$ cat src/rtl/vga_timing_gen_pkg.sv
// VGA bus layout, default 1024x768@60 timing and test-pattern colour table shared
// by vga_timing_gen and everything downstream of it.
package vga_timing_gen_pkg;

    localparam int unsigned CNT_W       = 11;
    localparam int unsigned RGB_W       = 12;
    localparam int unsigned FRAME_CNT_W = 8;
    localparam int unsigned CNT_MAX     = (1 << CNT_W) - 1;

    // Bus field offsets, LSB first
    localparam int unsigned RGB_OFF      = 0;
    localparam int unsigned VCOUNT_OFF   = RGB_OFF + RGB_W;
    localparam int unsigned HCOUNT_OFF   = VCOUNT_OFF + CNT_W;
    localparam int unsigned VBLNK_OFF    = HCOUNT_OFF + CNT_W;
    localparam int unsigned HBLNK_OFF    = VBLNK_OFF + 1;
    localparam int unsigned VS_OFF       = HBLNK_OFF + 1;
    localparam int unsigned HS_OFF       = VS_OFF + 1;
    localparam int unsigned VGA_BUS_SIZE = HS_OFF + 1;

    localparam int unsigned H_ACTIVE_DEF = 1024;
    localparam int unsigned H_FP_DEF     = 24;
    localparam int unsigned H_SYNC_DEF   = 136;
    localparam int unsigned H_BP_DEF     = 160;
    localparam int unsigned V_ACTIVE_DEF = 768;
    localparam int unsigned V_FP_DEF     = 3;
    localparam int unsigned V_SYNC_DEF   = 6;
    localparam int unsigned V_BP_DEF     = 29;

    localparam logic [RGB_W-1:0] COL_WHITE   = 12'hFFF;
    localparam logic [RGB_W-1:0] COL_YELLOW  = 12'hFF0;
    localparam logic [RGB_W-1:0] COL_CYAN    = 12'h0FF;
    localparam logic [RGB_W-1:0] COL_GREEN   = 12'h0F0;
    localparam logic [RGB_W-1:0] COL_MAGENTA = 12'hF0F;
    localparam logic [RGB_W-1:0] COL_RED     = 12'hF00;
    localparam logic [RGB_W-1:0] COL_BLUE    = 12'h00F;
    localparam logic [RGB_W-1:0] COL_BLACK   = 12'h000;

    typedef struct packed {
        logic             hs;
        logic             vs;
        logic             hblnk;
        logic             vblnk;
        logic [CNT_W-1:0] hcount;
        logic [CNT_W-1:0] vcount;
        logic [RGB_W-1:0] rgb;
    } vga_bus_t;

    typedef enum logic {
        ST_IDLE,
        ST_RUN
    } raster_state_t;

    // Bus value while held in reset or disabled: counters at origin, syncs inactive, blanked.
    function automatic vga_bus_t vga_bus_idle(input logic sync_pol);
        vga_bus_t b;
        b.hs     = ~sync_pol;
        b.vs     = ~sync_pol;
        b.hblnk  = 1'b1;
        b.vblnk  = 1'b1;
        b.hcount = '0;
        b.vcount = '0;
        b.rgb    = '0;
        return b;
    endfunction

    function automatic logic [RGB_W-1:0] bar_color(input logic [2:0] idx);
        logic [RGB_W-1:0] c;
        case (idx)
            3'd0:    c = COL_WHITE;
            3'd1:    c = COL_YELLOW;
            3'd2:    c = COL_CYAN;
            3'd3:    c = COL_GREEN;
            3'd4:    c = COL_MAGENTA;
            3'd5:    c = COL_RED;
            3'd6:    c = COL_BLUE;
            default: c = COL_BLACK;
        endcase
        return c;
    endfunction

endpackage

$ cat src/rtl/vga_timing_gen_sync_counter.sv
// One raster axis: next count, wrap, and blank/sync decoded from the next count so the
// parent can register count and decodes together.
module vga_sync_counter
    import vga_timing_gen_pkg::*;
#(
    parameter int unsigned TOTAL      = 1344,
    parameter int unsigned ACTIVE     = 1024,
    parameter int unsigned SYNC_START = 1048,
    parameter int unsigned SYNC_LEN   = 136,
    parameter logic        POL        = 1'b0
) (
    input  logic [CNT_W-1:0] count,
    input  logic             advance,
    output logic [CNT_W-1:0] count_nxt_c,
    output logic             blank_c,
    output logic             sync_c,
    output logic             wrap_c
);

    localparam logic [CNT_W-1:0] LAST     = CNT_W'(TOTAL - 1);
    localparam logic [CNT_W-1:0] BLANK_AT = CNT_W'(ACTIVE);
    localparam logic [CNT_W-1:0] SYNC_LO  = CNT_W'(SYNC_START);
    localparam logic [CNT_W-1:0] SYNC_HI  = CNT_W'(SYNC_START + SYNC_LEN);

    always_comb begin
        wrap_c      = advance && (count == LAST);
        count_nxt_c = count;
        if (wrap_c) begin
            count_nxt_c = '0;
        end else if (advance) begin
            count_nxt_c = count + CNT_W'(1);
        end
        blank_c = (count_nxt_c >= BLANK_AT);
        sync_c  = ((count_nxt_c >= SYNC_LO) && (count_nxt_c < SYNC_HI)) ? POL : ~POL;
    end

endmodule

$ cat src/rtl/vga_timing_gen.sv
// Raster timing source for the VGA bus: counters, syncs, blanks, base rgb, frame strobe/count.
// Define VGA_TEST_PATTERN_EN to replace the background fill with 8 colour bars and a border.
module vga_timing_gen
    import vga_timing_gen_pkg::*;
#(
    parameter int unsigned      H_ACTIVE         = H_ACTIVE_DEF,
    parameter int unsigned      H_FP             = H_FP_DEF,
    parameter int unsigned      H_SYNC           = H_SYNC_DEF,
    parameter int unsigned      H_BP             = H_BP_DEF,
    parameter int unsigned      V_ACTIVE         = V_ACTIVE_DEF,
    parameter int unsigned      V_FP             = V_FP_DEF,
    parameter int unsigned      V_SYNC           = V_SYNC_DEF,
    parameter int unsigned      V_BP             = V_BP_DEF,
    parameter logic             SYNC_POL         = 1'b0,
    parameter logic [RGB_W-1:0] BACKGROUND_COLOR = 12'h000
) (
    input  logic                   pclk,
    input  logic                   rst,
    input  logic                   enable,
    output vga_bus_t               vga_out,
    output logic                   frame_start,
    output logic [FRAME_CNT_W-1:0] frame_cnt
);

    localparam int unsigned H_TOTAL = H_ACTIVE + H_FP + H_SYNC + H_BP;
    localparam int unsigned V_TOTAL = V_ACTIVE + V_FP + V_SYNC + V_BP;

    if ((H_TOTAL > CNT_MAX) || (V_TOTAL > CNT_MAX)) begin : g_bad_timing
        $fatal(1, "vga_timing_gen: H_TOTAL=%0d / V_TOTAL=%0d exceed the 11-bit counters",
               H_TOTAL, V_TOTAL);
    end
    if ((H_ACTIVE == 0) || (V_ACTIVE == 0)) begin : g_bad_active
        $fatal(1, "vga_timing_gen: active area must be non-empty");
    end
    if ($bits(vga_bus_t) != VGA_BUS_SIZE) begin : g_bad_bus
        $fatal(1, "vga_timing_gen: bus struct does not match field offsets");
    end

    raster_state_t    state;
    logic [CNT_W-1:0] h_count_c;
    logic [CNT_W-1:0] v_count_c;
    logic             h_blank_c;
    logic             v_blank_c;
    logic             h_sync_c;
    logic             v_sync_c;
    logic             h_wrap_c;
    logic             v_wrap_c;
    logic             running_c;
    logic [RGB_W-1:0] rgb_nxt_c;
    vga_bus_t         bus_nxt_c;

    assign running_c = (state == ST_RUN);

    // While idle the bus already sits at 0/0, so holding advance low yields the 0/0 start.
    vga_sync_counter #(
        .TOTAL      (H_TOTAL),
        .ACTIVE     (H_ACTIVE),
        .SYNC_START (H_ACTIVE + H_FP),
        .SYNC_LEN   (H_SYNC),
        .POL        (SYNC_POL)
    ) u_hcnt (
        .count       (vga_out.hcount),
        .advance     (running_c),
        .count_nxt_c (h_count_c),
        .blank_c     (h_blank_c),
        .sync_c      (h_sync_c),
        .wrap_c      (h_wrap_c)
    );

    vga_sync_counter #(
        .TOTAL      (V_TOTAL),
        .ACTIVE     (V_ACTIVE),
        .SYNC_START (V_ACTIVE + V_FP),
        .SYNC_LEN   (V_SYNC),
        .POL        (SYNC_POL)
    ) u_vcnt (
        .count       (vga_out.vcount),
        .advance     (h_wrap_c),
        .count_nxt_c (v_count_c),
        .blank_c     (v_blank_c),
        .sync_c      (v_sync_c),
        .wrap_c      (v_wrap_c)
    );

    // Base colour for the pixel about to be registered.
    always_comb begin
        rgb_nxt_c = '0;
        if (!h_blank_c && !v_blank_c) begin
`ifdef VGA_TEST_PATTERN_EN
            if ((h_count_c == '0) || (h_count_c == CNT_W'(H_ACTIVE - 1)) ||
                (v_count_c == '0) || (v_count_c == CNT_W'(V_ACTIVE - 1))) begin
                rgb_nxt_c = COL_WHITE;
            end else begin
                rgb_nxt_c = bar_color(h_count_c[9:7]);
            end
`else
            rgb_nxt_c = BACKGROUND_COLOR;
`endif
        end
    end

    always_comb begin
        bus_nxt_c        = vga_bus_idle(SYNC_POL);
        bus_nxt_c.hs     = h_sync_c;
        bus_nxt_c.vs     = v_sync_c;
        bus_nxt_c.hblnk  = h_blank_c;
        bus_nxt_c.vblnk  = v_blank_c;
        bus_nxt_c.hcount = h_count_c;
        bus_nxt_c.vcount = v_count_c;
        bus_nxt_c.rgb    = rgb_nxt_c;
    end

    // The first frame after reset/resume strobes frame_start but leaves frame_cnt alone.
    always_ff @(posedge pclk or posedge rst) begin
        if (rst) begin
            state       <= ST_IDLE;
            vga_out     <= vga_bus_idle(SYNC_POL);
            frame_start <= 1'b0;
            frame_cnt   <= '0;
        end else if (!enable) begin
            state       <= ST_IDLE;
            vga_out     <= vga_bus_idle(SYNC_POL);
            frame_start <= 1'b0;
        end else begin
            state       <= ST_RUN;
            vga_out     <= bus_nxt_c;
            frame_start <= !running_c || v_wrap_c;
            if (running_c && v_wrap_c) begin
                frame_cnt <= frame_cnt + FRAME_CNT_W'(1);
            end
        end
    end

endmodule

$ cat config.mk
export PLATFORM = sky130hd
export DESIGN_NAME = vga_timing_gen
export DESIGN_NICKNAME = d
export VERILOG_FILES = /design/src/rtl/vga_timing_gen_pkg.sv /design/src/rtl/vga_timing_gen_sync_counter.sv /design/src/rtl/vga_timing_gen.sv
export SDC_FILE = /design/constraint.sdc
export NUM_CORES = 1
export LEC_CHECK = 0
export ABC_CLOCK_PERIOD_IN_PS = 4500
export BUFFER_PORTS_ARGS = -buffer_cell sky130_fd_sc_hd__buf_4
export CORE_ASPECT_RATIO = 1.2
export CORE_MARGIN = 1
export CORE_UTILIZATION = 41
export DETAILED_ROUTE_END_ITERATION = 10
export SYNTH_ARGS = -nofsm -noshare
export SYNTH_HDL_FRONTEND = slang
export SYNTH_HIERARCHICAL = 1
export SYNTH_SLANG_ARGS = --single-unit
$ cat constraint.sdc
create_clock -name pclk -period 4.5 [get_ports pclk]
set_clock_uncertainty 0.2 [all_clocks]
set_input_delay 0 -clock pclk [delete_from_list [all_inputs] [get_ports pclk]]
set_output_delay 0 -clock pclk [all_outputs]
set_load 0.02 [all_outputs]
==> reports/metrics.yaml <==
outcome:
  outcome: "complete, no violations"
logic_synthesis:
  syn_avg_cell_area_um2: 9.75
  ys_warn_count: 6
  synth_area_mm2: 0.00247
  synth-xor-area-share: 0.0994
  synth_area_leader_cell: "dfrtp_1"
  synth_ff_type: "dfrtp_1"
  synth-simple-area-share: 0.291
  synth.distinct_cells: 60
  synth-adder-area-share: 0.0203
  ys_seq_elements: 36
  synthArstFlopShare: 1.00
  ys_seq_area_frac: 0.367
  synth_top_family_by_area: "simple AND/OR/NAND/NOR gates"
  postSynthCellCount: 253
  synth_compound_area_frac: 0.108
  synthMuxAreaShare: 0.0127
  synthTopCellsByArea: "dfrtp_1 (32%), xnor2_1 (6.7%), and2_1 (5.6%)"
  yosysTopAreaCellShare: 0.325
  synth_edf_count: 0
pwr:
  power.density_mw_per_mm2: 268
  power.switching_w: 0.000153
  seqPwrFrac: 0.433
  sw_frac_of_total: 0.198
  power.leakage_nw: 1.31
  share_comb_of_total_power: 0.053
  p_int_w: 0.000617
  ir_drop_v: 0.000175
  power_w: 0.000769
  clock_power_share: 0.514
clocking:
  h-tree-depth: 2
  cts_resized: 0
  path_clk_slew_ns: 0.08
  clockBufferDepth: 2
  root_buffer: "clkbuf_8"
  cts_buffers: 5
  cts_tree: "yes"
  clk_latency_ns: 0.28
  cts.sinks: 36
  post_cts_buffers: 0
  postCtsHoldBufs: 2
floorplanning:
  die_y_um: 87.0
  die-area_mm2: 0.00633
  rows: 30
  start_util: 0.430
  coreArea_mm2: 0.00574
  die_x_um: 72.8
  pin_count: 50
global_route:
  grt_pass1_vias: 1712
  grt_max_degree: 37
  grtUsageTotal: 0.169
  antenna_found_initial: 0
  grt_overflow: 0
  grt_pass1_wl_um: 8250
critical_path:
  crit_type: "flop to flop"
  reg2reg_slack_ns: 1.22
  worstPathArrival_ns: 3.28
  crit_path_start_kind: "flop"
  cp.required_ns: 4.51
  cp_max_fo: 8
  endpoint_kind: "flop"
route:
  met1_length_um: 2290
  ant_nets: 0
  vias: 1850
  firstDrtPassIters: 4
  vias_per_cell: 5.07
  met3_wirelength_um: 152
  top_layer: "met4"
  drc_errors: 0
  wl_um: 5020
  wl_met2_um: 2500
  drtIter0Drc: 120
  wl_per_cell_um: 13.8
sta:
  setup_viol: 0
  hold_viol: 0
  finalSetupTns_ns: 0
  drv_slew: 0
  timing.final.crit_share: 0.728
  fmax_mhz: 305
  rsz0062_at_grt: "false"
  min_period_ns: 3.28
finish:
  final_cell_mix: "buf_4 (40), dfrtp_1 (32), and2_1 (22)"
  layout-drive-gt1-share: 0.239
  nets: 291
  fillCellCount: 542
  diodes: 0
  layout_commonest_cell: "buf_4"
  regArea_um2: 906
  multi_input_area_mm2: 0.00135
  syn2layout_area_growth_pct: 16.1
place:
  place_congestion: 0.842
  dp_hpwl_um: 3550
  port-buffer-count: 37
run:
  cap_violations: 0
worst_hold_path:
  hp-class: "primary input to async pin"
==> synth_stat cells (all sizes together), types with 2 or more instances <==
cell and count:
clkbuf 6, a311oi 2, mux2i 2, nor2 20, a211o 2, dfrtp 32
nor3 8, nand3 8, o21ai 6, ha 4, nand2b 7, inv 7
xor2 9, and3 3, or3 4, and2 22, nand2 16, a31oi 3
and4 4, o22ai 2, nand4 7, a211oi 2, dfstp 4, buf 23
nor4 5, a21oi 7, nand4bb 2, xnor2 19
==> path summary, 6_finish.rpt <==
kind                              start           end  cells past startpoint
min                                 rst  frame_cnt[1]                      4
min in group pclk          frame_cnt[7]  frame_cnt[7]                      1
max in group asynchronous           rst   vga_out[35]                      4
min reg2reg                frame_cnt[7]  frame_cnt[7]                      1
max                         vga_out[23]   vga_out[36]                      9
max reg2reg                 vga_out[23]   vga_out[36]                      9
==> cell families (layout without fill, tap and decap cells) <==
group / count (synthesis) / count (layout)
AO/OA/AOI/OAI: 35 / 35
XOR/XNOR: 28 / 28
adder cells (fa/ha/maj): 4 / 4
buffers and inverters: 36 / 57
flip-flops: 36 / 36
multiplexers: 3 / 3
other: 1 / 12
AND/OR/NAND/NOR: 110 / 110
==> cell type report <==
cell class | instances | share of cell area
inverter | 7 | 0.00917
multi-input combinational | 192 | 0.472
clock buffer | 5 | 0.0240
sequential | 36 | 0.316
tap | 80 | 0.0349
timing repair buffer | 42 | 0.112
clock inverter | 3 | 0.0314
==> power groups by stage <==
stage	sequential (W)	combinational, W	clock, W
after global placement	0.000339	0.0000400	0
after floorplan	0.000342	0.0000330	0
after detailed placement	0.000340	0.0000401	0
after global routing	0.000334	0.0000450	0.000416
final	0.000333	0.0000408	0.000395
after CTS	0.000333	0.0000414	0.000402
==> metal layers <==
layer,vias to the layer above,GRT usage
met3,8,0.0382
met4,0,0.0624
met2,49,0.274
met1,881,0.218
met5,-,0
li1,912,-
==> metrics by stage <==
stage          cell area (µm²)  hold WS [ns]  instances  worst slack [ns]   util
2_1_floorplan             2510        -0.169        264              1.23      -
3_3_place_gp              2690       -0.0626        355              1.33  0.468
3_5_place_dp              2690       -0.0643        355              1.21  0.468
4_1_cts                   2870         0.179        365              1.23  0.499
5_1_grt                   2870         0.212        365             0.966  0.499
6_report                  2870         0.174        365              1.22  0.499
==> worst max-delay path: stages, from the launching register on <==
cell	delay, ns
dfrtp_1	0.46
ha_1	0.34
nand3_4	0.16
nor4_4	0.53
and4_1	0.40
a21oi_1	0.10
a311oi_1	0.25
a21oi_1	0.12
or4b_1	0.49
nand2b_1	0.15
==> flip-flops by register name (all words and copies together) (netlist names) <==
| register | cells |
|---|---|
| frame_cnt | 8 |
| frame_start | 1 |
| running_c | 1 |
| vga_out | 26 |
Power figures use the tool's default switching activity.
